`config.mk`:
```
export PLATFORM = sky130hd
export DESIGN_NAME = regfile_dump_tx_flat
export DESIGN_NICKNAME = d
export VERILOG_FILES = /design/src/rtl/regfile_dump_tx_if.sv /design/src/rtl/regfile_dump_tx.sv /design/src/flat_wrapper.sv
export SDC_FILE = /design/constraint.sdc
export NUM_CORES = 1
export LEC_CHECK = 0
export ABC_AREA = 1
export CAP_MARGIN = 20
export CORE_MARGIN = 2
export CORE_UTILIZATION = 30
export DETAILED_ROUTE_END_ITERATION = 6
export PLACE_DENSITY_LB_ADDON = 0.3
export SLEW_MARGIN = 10
export SYNTH_ARGS = -nofsm -noshare
export SYNTH_HDL_FRONTEND = slang
export SYNTH_SLANG_ARGS = --single-unit
```
`constraint.sdc`:
```
create_clock -name clock -period 3.45 [get_ports clock]
set_clock_uncertainty 0.15 [all_clocks]
set_input_delay 0.69 -clock clock [delete_from_list [all_inputs] [get_ports clock]]
set_output_delay 0.69 -clock clock [all_outputs]
set_load 0.03 [all_outputs]
```
`src/rtl/regfile_dump_tx_if.sv`:
```
// ---------------------------------------------------------------------------
// regfile_dump_tx_if
//   Groups the signals between the register-file dump engine and its
//   surroundings: the dump request/status pair, the register file's debug
//   read port, the UART line, and a debug view of the engine's FSM.
//
//   Handshake: the host raises start (a level). The engine samples it only
//   while idle; busy rises the cycle after acceptance and stays high until
//   the cycle in which done pulses for exactly one cycle. start seen while
//   busy is dropped, not queued. On the read side, dbg_read is a one-cycle
//   strobe with dbg_addr held stable from the cycle before it until the
//   cycle the returned dbg_data is captured, two cycles after the strobe.
//
//   Modports:
//     master - the dump engine (drives the debug read port, tx and status)
//     slave  - the host side and the register file
// ---------------------------------------------------------------------------
interface regfile_dump_tx_if;
    logic        start;
    logic [31:0] dbg_data;
    logic [4:0]  dbg_addr;
    logic        dbg_read;
    logic        tx;
    logic        busy;
    logic        done;
    logic [3:0]  fsm_state;

    modport master (
        input  start,
        input  dbg_data,
        output dbg_addr,
        output dbg_read,
        output tx,
        output busy,
        output done,
        output fsm_state
    );

    modport slave (
        output start,
        output dbg_data,
        input  dbg_addr,
        input  dbg_read,
        input  tx,
        input  busy,
        input  done,
        input  fsm_state
    );
endinterface

```
`src/rtl/regfile_dump_tx.sv`:
```
// ---------------------------------------------------------------------------
// regfile_dump_tx
//   Walks register addresses FIRST_REG..LAST_REG, issues one debug read per
//   address and sends each returned 32-bit word MSB byte first as four
//   UART 8N1 frames.
//
//   Ports:
//     clock - system clock, rising edge
//     reset - asynchronous, active-high
//     bus   - regfile_dump_tx_if.master: start, dbg_data (in);
//             dbg_addr, dbg_read, tx, busy, done, fsm_state (out)
// ---------------------------------------------------------------------------
module regfile_dump_tx #(
    parameter int CLKS_PER_BIT = 434,
    parameter int FIRST_REG    = 0,
    parameter int LAST_REG     = 31
) (
    input  logic              clock,
    input  logic              reset,
    regfile_dump_tx_if.master bus
);

    localparam int              BAUD_W     = $clog2(CLKS_PER_BIT);
    localparam logic [BAUD_W-1:0] BAUD_LAST = BAUD_W'(CLKS_PER_BIT - 1);
    localparam logic [4:0]      FIRST_ADDR = 5'(FIRST_REG);
    localparam logic [4:0]      LAST_ADDR  = 5'(LAST_REG);

    typedef enum logic [3:0] {
        S_IDLE,
        S_SETUP,
        S_STROBE,
        S_WAIT,
        S_LATCH,
        S_START_BIT,
        S_DATA_BITS,
        S_STOP_BIT,
        S_NEXT
    } state_e;

    state_e              state_q, state_d;
    logic [4:0]          addr_q, addr_d;
    logic [31:0]         buf_q, buf_d;
    logic [1:0]          byte_idx_q, byte_idx_d;
    logic [2:0]          bit_idx_q, bit_idx_d;
    logic [BAUD_W-1:0]   baud_q, baud_d;
    logic                tx_q, tx_d;
    logic                done_q, done_d;

    logic [7:0]          cur_byte;
    logic                bit_end;

    // Byte 0 is the most significant byte of the captured word.
    always_comb begin
        case (byte_idx_q)
            2'd0:    cur_byte = buf_q[31:24];
            2'd1:    cur_byte = buf_q[23:16];
            2'd2:    cur_byte = buf_q[15:8];
            default: cur_byte = buf_q[7:0];
        endcase
    end

    assign bit_end = (baud_q == BAUD_LAST);

    always_ff @(posedge clock or posedge reset) begin
        if (reset) begin
            state_q    <= S_IDLE;
            addr_q     <= FIRST_ADDR;
            buf_q      <= '0;
            byte_idx_q <= '0;
            bit_idx_q  <= '0;
            baud_q     <= '0;
            tx_q       <= 1'b1;
            done_q     <= 1'b0;
        end else begin
            state_q    <= state_d;
            addr_q     <= addr_d;
            buf_q      <= buf_d;
            byte_idx_q <= byte_idx_d;
            bit_idx_q  <= bit_idx_d;
            baud_q     <= baud_d;
            tx_q       <= tx_d;
            done_q     <= done_d;
        end
    end

    // tx_d is the line level belonging to the current state; it is
    // registered, so the line trails the FSM by one cycle. That keeps tx
    // glitch-free and makes the last stop bit end right before done.
    always_comb begin
        state_d    = state_q;
        addr_d     = addr_q;
        buf_d      = buf_q;
        byte_idx_d = byte_idx_q;
        bit_idx_d  = bit_idx_q;
        baud_d     = baud_q;
        tx_d       = 1'b1;
        done_d     = 1'b0;

        case (state_q)
            S_IDLE: begin
                if (bus.start) begin
                    addr_d  = FIRST_ADDR;
                    state_d = S_SETUP;
                end
            end
            S_SETUP:  state_d = S_STROBE;
            S_STROBE: state_d = S_WAIT;
            S_WAIT:   state_d = S_LATCH;
            S_LATCH: begin
                buf_d      = bus.dbg_data;
                byte_idx_d = 2'd0;
                bit_idx_d  = 3'd0;
                baud_d     = '0;
                state_d    = S_START_BIT;
            end
            S_START_BIT: begin
                tx_d = 1'b0;
                if (bit_end) begin
                    baud_d  = '0;
                    state_d = S_DATA_BITS;
                end else begin
                    baud_d = baud_q + BAUD_W'(1);
                end
            end
            S_DATA_BITS: begin
                tx_d = cur_byte[bit_idx_q];
                if (bit_end) begin
                    baud_d = '0;
                    if (bit_idx_q == 3'd7) begin
                        bit_idx_d = 3'd0;
                        state_d   = S_STOP_BIT;
                    end else begin
                        bit_idx_d = bit_idx_q + 3'd1;
                    end
                end else begin
                    baud_d = baud_q + BAUD_W'(1);
                end
            end
            S_STOP_BIT: begin
                if (bit_end) begin
                    baud_d = '0;
                    if (byte_idx_q != 2'd3) begin
                        byte_idx_d = byte_idx_q + 2'd1;
                        state_d    = S_START_BIT;
                    end else begin
                        state_d = S_NEXT;
                    end
                end else begin
                    baud_d = baud_q + BAUD_W'(1);
                end
            end
            S_NEXT: begin
                // The address never wraps: the last register ends the dump.
                if (addr_q == LAST_ADDR) begin
                    done_d  = 1'b1;
                    state_d = S_IDLE;
                end else begin
                    addr_d  = addr_q + 5'd1;
                    state_d = S_SETUP;
                end
            end
            default: state_d = S_IDLE;
        endcase
    end

    assign bus.dbg_addr  = addr_q;
    assign bus.dbg_read  = (state_q == S_STROBE);
    assign bus.busy      = (state_q != S_IDLE);
    assign bus.done      = done_q;
    assign bus.tx        = tx_q;
    assign bus.fsm_state = state_q;

endmodule

```
`src/flat_wrapper.sv`:
```
// flat-port wrapper written by rule: the top's interface ports become plain ports
module regfile_dump_tx_flat 
#(
    parameter int CLKS_PER_BIT = 434,
    parameter int FIRST_REG    = 0,
    parameter int LAST_REG     = 31
)
  (clock, reset, bus_start, bus_dbg_data, bus_dbg_addr, bus_dbg_read, bus_tx, bus_busy, bus_done, bus_fsm_state);
  regfile_dump_tx_if bus_i ();
  input  logic clock;
  input  logic reset;
  input wire logic [$bits(bus_i.start)-1:0] bus_start;
  input wire logic [$bits(bus_i.dbg_data)-1:0] bus_dbg_data;
  output wire logic [$bits(bus_i.dbg_addr)-1:0] bus_dbg_addr;
  output wire logic [$bits(bus_i.dbg_read)-1:0] bus_dbg_read;
  output wire logic [$bits(bus_i.tx)-1:0] bus_tx;
  output wire logic [$bits(bus_i.busy)-1:0] bus_busy;
  output wire logic [$bits(bus_i.done)-1:0] bus_done;
  output wire logic [$bits(bus_i.fsm_state)-1:0] bus_fsm_state;
  assign bus_i.start = bus_start;
  assign bus_i.dbg_data = bus_dbg_data;
  assign bus_dbg_addr = bus_i.dbg_addr;
  assign bus_dbg_read = bus_i.dbg_read;
  assign bus_tx = bus_i.tx;
  assign bus_busy = bus_i.busy;
  assign bus_done = bus_i.done;
  assign bus_fsm_state = bus_i.fsm_state;
  regfile_dump_tx #(.CLKS_PER_BIT(CLKS_PER_BIT), .FIRST_REG(FIRST_REG), .LAST_REG(LAST_REG)) u_core (.clock(clock), .reset(reset), .bus(bus_i));
endmodule
```
-- Word-level counts from Yosys, hierarchy flattened
Cells that the tools add are included.
- flip-flop bits (word level): 57
- bits of input ports: 35
- word-level logic and storage cells: 71
- $add $sub $neg: 4
- order comparisons: 1
- equality and inequality tests: 21
- mux-type cells: 25
- reductions and logical operators: 12
- operators by type and width (operator ; count):
    case mux 4 bit (9 select lines) ; 1
    two-way mux 4 bit ; 6
    case mux 8 bit (3 select lines) ; 1
    case mux 9 bit (2 select lines) ; 1
    equality test 4 x 3 -> 1 bit (second input constant) ; 4
    two-way mux 5 bit ; 2
    != test 2 x 1 -> 1 bit (second input constant) ; 5
    case mux 5 bit (2 select lines) ; 1
    adder 9 x 1 -> 9 bit (second input constant) ; 1
    equality test 9 bit (second input constant) ; 1
    two-way mux 9 bit ; 1
    equality test 4 x 2 -> 1 bit (second input constant) ; 2
    nonzero test 2 bit ; 4
    two-way mux 3 bit ; 2
    != test 2 bit (second input constant) ; 3
    case mux 3 bit (2 select lines) ; 1
    AND reduction 3 bit ; 2
    adder 5 x 1 -> 5 bit (second input constant) ; 1
    equality test 5 bit (second input constant) ; 1
    AND reduction 5 bit ; 1
    equality test 4 x 1 -> 1 bit (second input constant) ; 1
    equality test 4 bit (second input constant) ; 1
    logical NOT 4 bit ; 1
    less-than comparator 3 x 4 -> 1 bit (second input constant) ; 1
    14 further kinds ; 18

-- Logic depth before layout (Yosys ltp)
- depth in word-level cells: 5
- depth in mapped cells: 11
- depth with buffers taken out: 10

-- Worst setup path before layout
Ideal clock, no wire load.
- path kind: register -> output
- start point: reg u_core.state_q[3], in the netlist u_core.bus.fsm_state[3]
- end point: out bus_dbg_read
- data arrival time: 1480 ps
- data required time: 2610 ps
- setup slack: 1130 ps
- stages on the path, launching flop included: 4
- path buffers: 0
- path through: dfrtp_1 inv_2 nand2_1 nor3_1
- word-level cells in the longest chain between the ends: 1
- ends and longest elaborated chain (item ; line ; source):
    start, declared ; regfile_dump_tx.sv:40 ; state_e state_q, state_d;
    start signal, assigned ; regfile_dump_tx.sv:75 ; state_q <= state_d;
    equality test 4 x 2 -> 1 bit ; regfile_dump_tx.sv:167 ; assign bus.dbg_read = (state_q == S_STROBE);
    end, declared ; flat_wrapper.sv:15 ; output wire logic [$bits(bus_i.dbg_read)-1:0] bus_dbg_read;
Every way passes these cells.

-- Final worst setup path
- start point: reg u_core.state_q[1], in the netlist u_core.bus.fsm_state[1]
- end point: out bus_busy
- word-level cells in the longest chain between the ends: 1
- ends and longest elaborated chain (item ; line ; source):
    nonzero test 4 bit ; regfile_dump_tx.sv:168 ; assign bus.busy = (state_q != S_IDLE);
    end, declared ; flat_wrapper.sv:17 ; output wire logic [$bits(bus_i.busy)-1:0] bus_busy;
Every way passes these cells.

==> reports/qor.txt <==
Status: finished, final reports clean
Simple-gate share of the synthesized area: 34.8%
Area Overhead vs Synth: 26.0%
Count of max-cap constraint violations: 0
Mapped Cells: 374
RSZ-0062 raised after global routing: false
Post-synth EDFFs: 0
Fin util: 38.8%
Xor-xnor portion of the synthesized cell area: 0.581%
Top FF cell, synth: dfrtp_1
Comb pwr share: 42.0%
CTS clock-pin slew for the worst setup and hold paths: 0.07 ns
Commonest cells after routing, fill and taps aside: nand2_1, dfrtp_1, clkdlybuf4s50_1, nor2_1
Hold_sp: u_core.buf_q[26]
Post-synth ARST share: 100%
Post-layout min period: 2.81 ns
Sw frac: 41.8%
Initial Util: 30.8%
H-Tree Depth: 3
Slew headroom: 50.9%
Vias in the first global route: 2,513
Io pins: 48
Area leader, netlist: dfrtp_1
Cell family with most CP delay: buffers and inverters
Final net count: 469
Synth Register Bits: 57
Final Hold Viols: 0
Compound-gate portion of the synthesized area: 6.89%
Rows: 36
Syn_area_per_cell: 8.06 sq um
Root buf cell: clkbuf_8
Int Pwr: 1720 uW
IO buf count: 47
Flop pwr share: 37.7%
VDD IR-drop max: 336 uV
Crit-path max cell delay: 0.58 ns
Slew at the pin with the worst max-slew slack: 0.737 ns
Worst hold stages: 2
Commonest non-fill, non-tap cell in the layout: nand2_1
Pwr/cell area: 777 nW/um^2
Max Slew Vio Count: 0
Post-route setup TNS: 0 ns
Antenna cells: 0
Die W: 104 microns
Global Route Usage Sum: 13.1%
1st-pass router iterations: 4
Clk buf depth: 2
CP Launch Type: flop
DRC Markers: 0
Synth warnings: 0
R2R cell count: 7
Global-route wire length before repair: 11.7 mm
Setup bufs post-CTS: 0
Worst Hold Class: flop to flop
Dpl ws: 1.01 ns
Antenna viol nets, final: 0
Hold Path Sink: u_core.buf_q[26]
Post-CTS sizing: 0
CTS sink cnt: 57
Die H: 104 microns
GP Congestion: 0.835
Req. time, crit path: 2.61 ns
# setup viols final: 0
Critical-path top delay cell: clkdlybuf4s50_1
R2R Setup Slk: 1.32 ns
Syn nets: 420
Max FO, Critical Path: 5
RR Endpoint: u_core.bit_idx_q[1]
Setup CP Type: flop to output port
Pin count of the biggest net entering global routing: 58
Synth cell types: 34
Fmax: 0.357 GHz
DRT iter0 DRCs: 69
Part of the cycle the worst path needs: 81.3%
PnR worst setup slack: 0.645 ns
Post-synthesis adder-cell area fraction: 4.57%
Synth top area share: 46.5%
Worst Setup End Kind: output port
Post-Route WL: 6.57 mm
Reg2reg start: u_core.bus.fsm_state[3]
Leak: 0.00186 uW
DPL Wire Length: 4.62 mm
Overflow after GRT: 0
Arr. time, crit path: 1.97 ns
Worst Path Buf+Inv: 2
P_sw: 1230 uW
Layout cells sized above 1: 11.7%
Routed length per instance: 11.7 microns
Die area: 10,900 sq um
Hold-fix buffers, CTS: 0
Seq/Total Area, Yosys: 47.4%
Avg Vias per Cell: 4.43
Worst path cell trace: nor2_4 -> nand2_4 -> nor2_4 -> inv_1 -> clkdlybuf4s50_1
CTS tree: done
Worst skew pair latency: 0.34 ns
CTS Buf Count: 9
Netlist Area Pre-Place: 3010 sq um
Antenna violations before repair: 0
Core area: 9770 sq um
Mux cell area share after synthesis: 0.332%
Via count: 2,487
Top cell by count, worst path: nor2_4
Clock share of power: 20.3%
Main area contributors after synthesis: dfrtp_1, nand2_1, ha_1
Largest family of logic cells by synthesized area: simple AND/OR/NAND/NOR gates
## worst register-to-register path, stage by stage, from the launching register on
cell     delay (ns)
dfrtp_1        0.44
inv_2          0.18
nand2_8        0.12
inv_6          0.11
nand2_4        0.22
inv_2          0.52
nor2_4         0.09
a22o_1         0.19
## per-layer routing
metal / share of wire [%] / wire, microns / GRT usage, % / up-vias
met5: 0 / 0 / 0 / -
met4: 1.2 / 80 / 3.86 / 0
met3: 4.8 / 317 / 3.82 / 9
met2: 45 / 2950 / 21.3 / 56
met1: 49 / 3230 / 17.0 / 1140
li1: - / - / - / 1282
## cell usage after synthesis, types with 2 or more instances
cell and number:
nand2_8 2, nand2_2 6, inv_1 22, nand2_4 3, clkbuf_1 3, dfrtp_1 56, nand3_1 21, buf_4 3
inv_2 5, nor2_2 3, nor2_4 6, nor3_1 4, ha_1 11, nand2_1 159, buf_2 4, a21oi_2 2
a22o_1 2, o22ai_1 2, nand4_1 3, o21ai_0 9, nor2_1 22, a21oi_1 7, o21ai_1 8
## power by group through the flow
stage / combinational, uW / sequential [uW] / clock, uW
finish: 1240 / 1110 / 598
global route: 1410 / 1150 / 649
CTS: 1260 / 1120 / 615
detailed placement: 1250 / 1120 / 0
global placement: 1240 / 1110 / 0
floorplan: 925 / 1120 / 0
## flip-flops by register name, summed over array words and instances, names as in the netlist
| signal | flops |
|---|---|
| u_core.bit_idx_q | 3 |
| u_core.bus.fsm_state | 4 |
| u_core.bus.done | 1 |
| u_core.byte_idx_q | 2 |
| u_core.baud_q | 9 |
| u_core.bus.dbg_addr | 5 |
| u_core.buf_q | 32 |
| u_core.bus.tx | 1 |
## kinds of logic after synthesis
logic type,Yosys count
AO/OA/AOI/OAI,34
adder cells (fa/ha/maj),11
XOR/XNOR,2
AND/OR/NAND/NOR,231
multiplexers,1
buffers and inverters,38
flip-flops,57
## cell type report
type | count | area, sq um
Multi-Input combinational cell | 279 | 1420
Clock buffer | 14 | 183
Inverter | 28 | 110
Clock inverter | 2 | 10.0
Timing Repair Buffer | 48 | 478
Tap cell | 133 | 166
Sequential cell | 57 | 1430
Fill cell | 1042 | 5980
## metrics by stage
| stage | total power, uW | instances | area [sq um] | hold WS, ns |
|---|---|---|---|---|
| floorplan | 2050 | 374 | 3010 | 0.299 |
| global placement | 2350 | 545 | 3600 | 0.312 |
| detailed placement | 2370 | 545 | 3600 | 0.316 |
| CTS | 2990 | 561 | 3800 | 0.334 |
| global route | 3210 | 561 | 3800 | 0.351 |
| finish | 2950 | 561 | 3800 | 0.330 |
## how the worst max path moves through the flow
stage                         endpoint  slack, ns  depth (start not counted)                    start
after floorplan           bus_dbg_read       1.13                          3  u_core.bus.fsm_state[3]
after global placement        bus_busy       1.05                          5  u_core.bus.fsm_state[1]
after detailed placement      bus_busy       1.01                          5  u_core.bus.fsm_state[1]
after CTS                     bus_busy       0.63                          5  u_core.bus.fsm_state[1]
after global routing          bus_busy       0.54                          5  u_core.bus.fsm_state[1]
final                         bus_busy       0.64                          5  u_core.bus.fsm_state[1]
No activity file was read; power rests on OpenSTA's default activity.
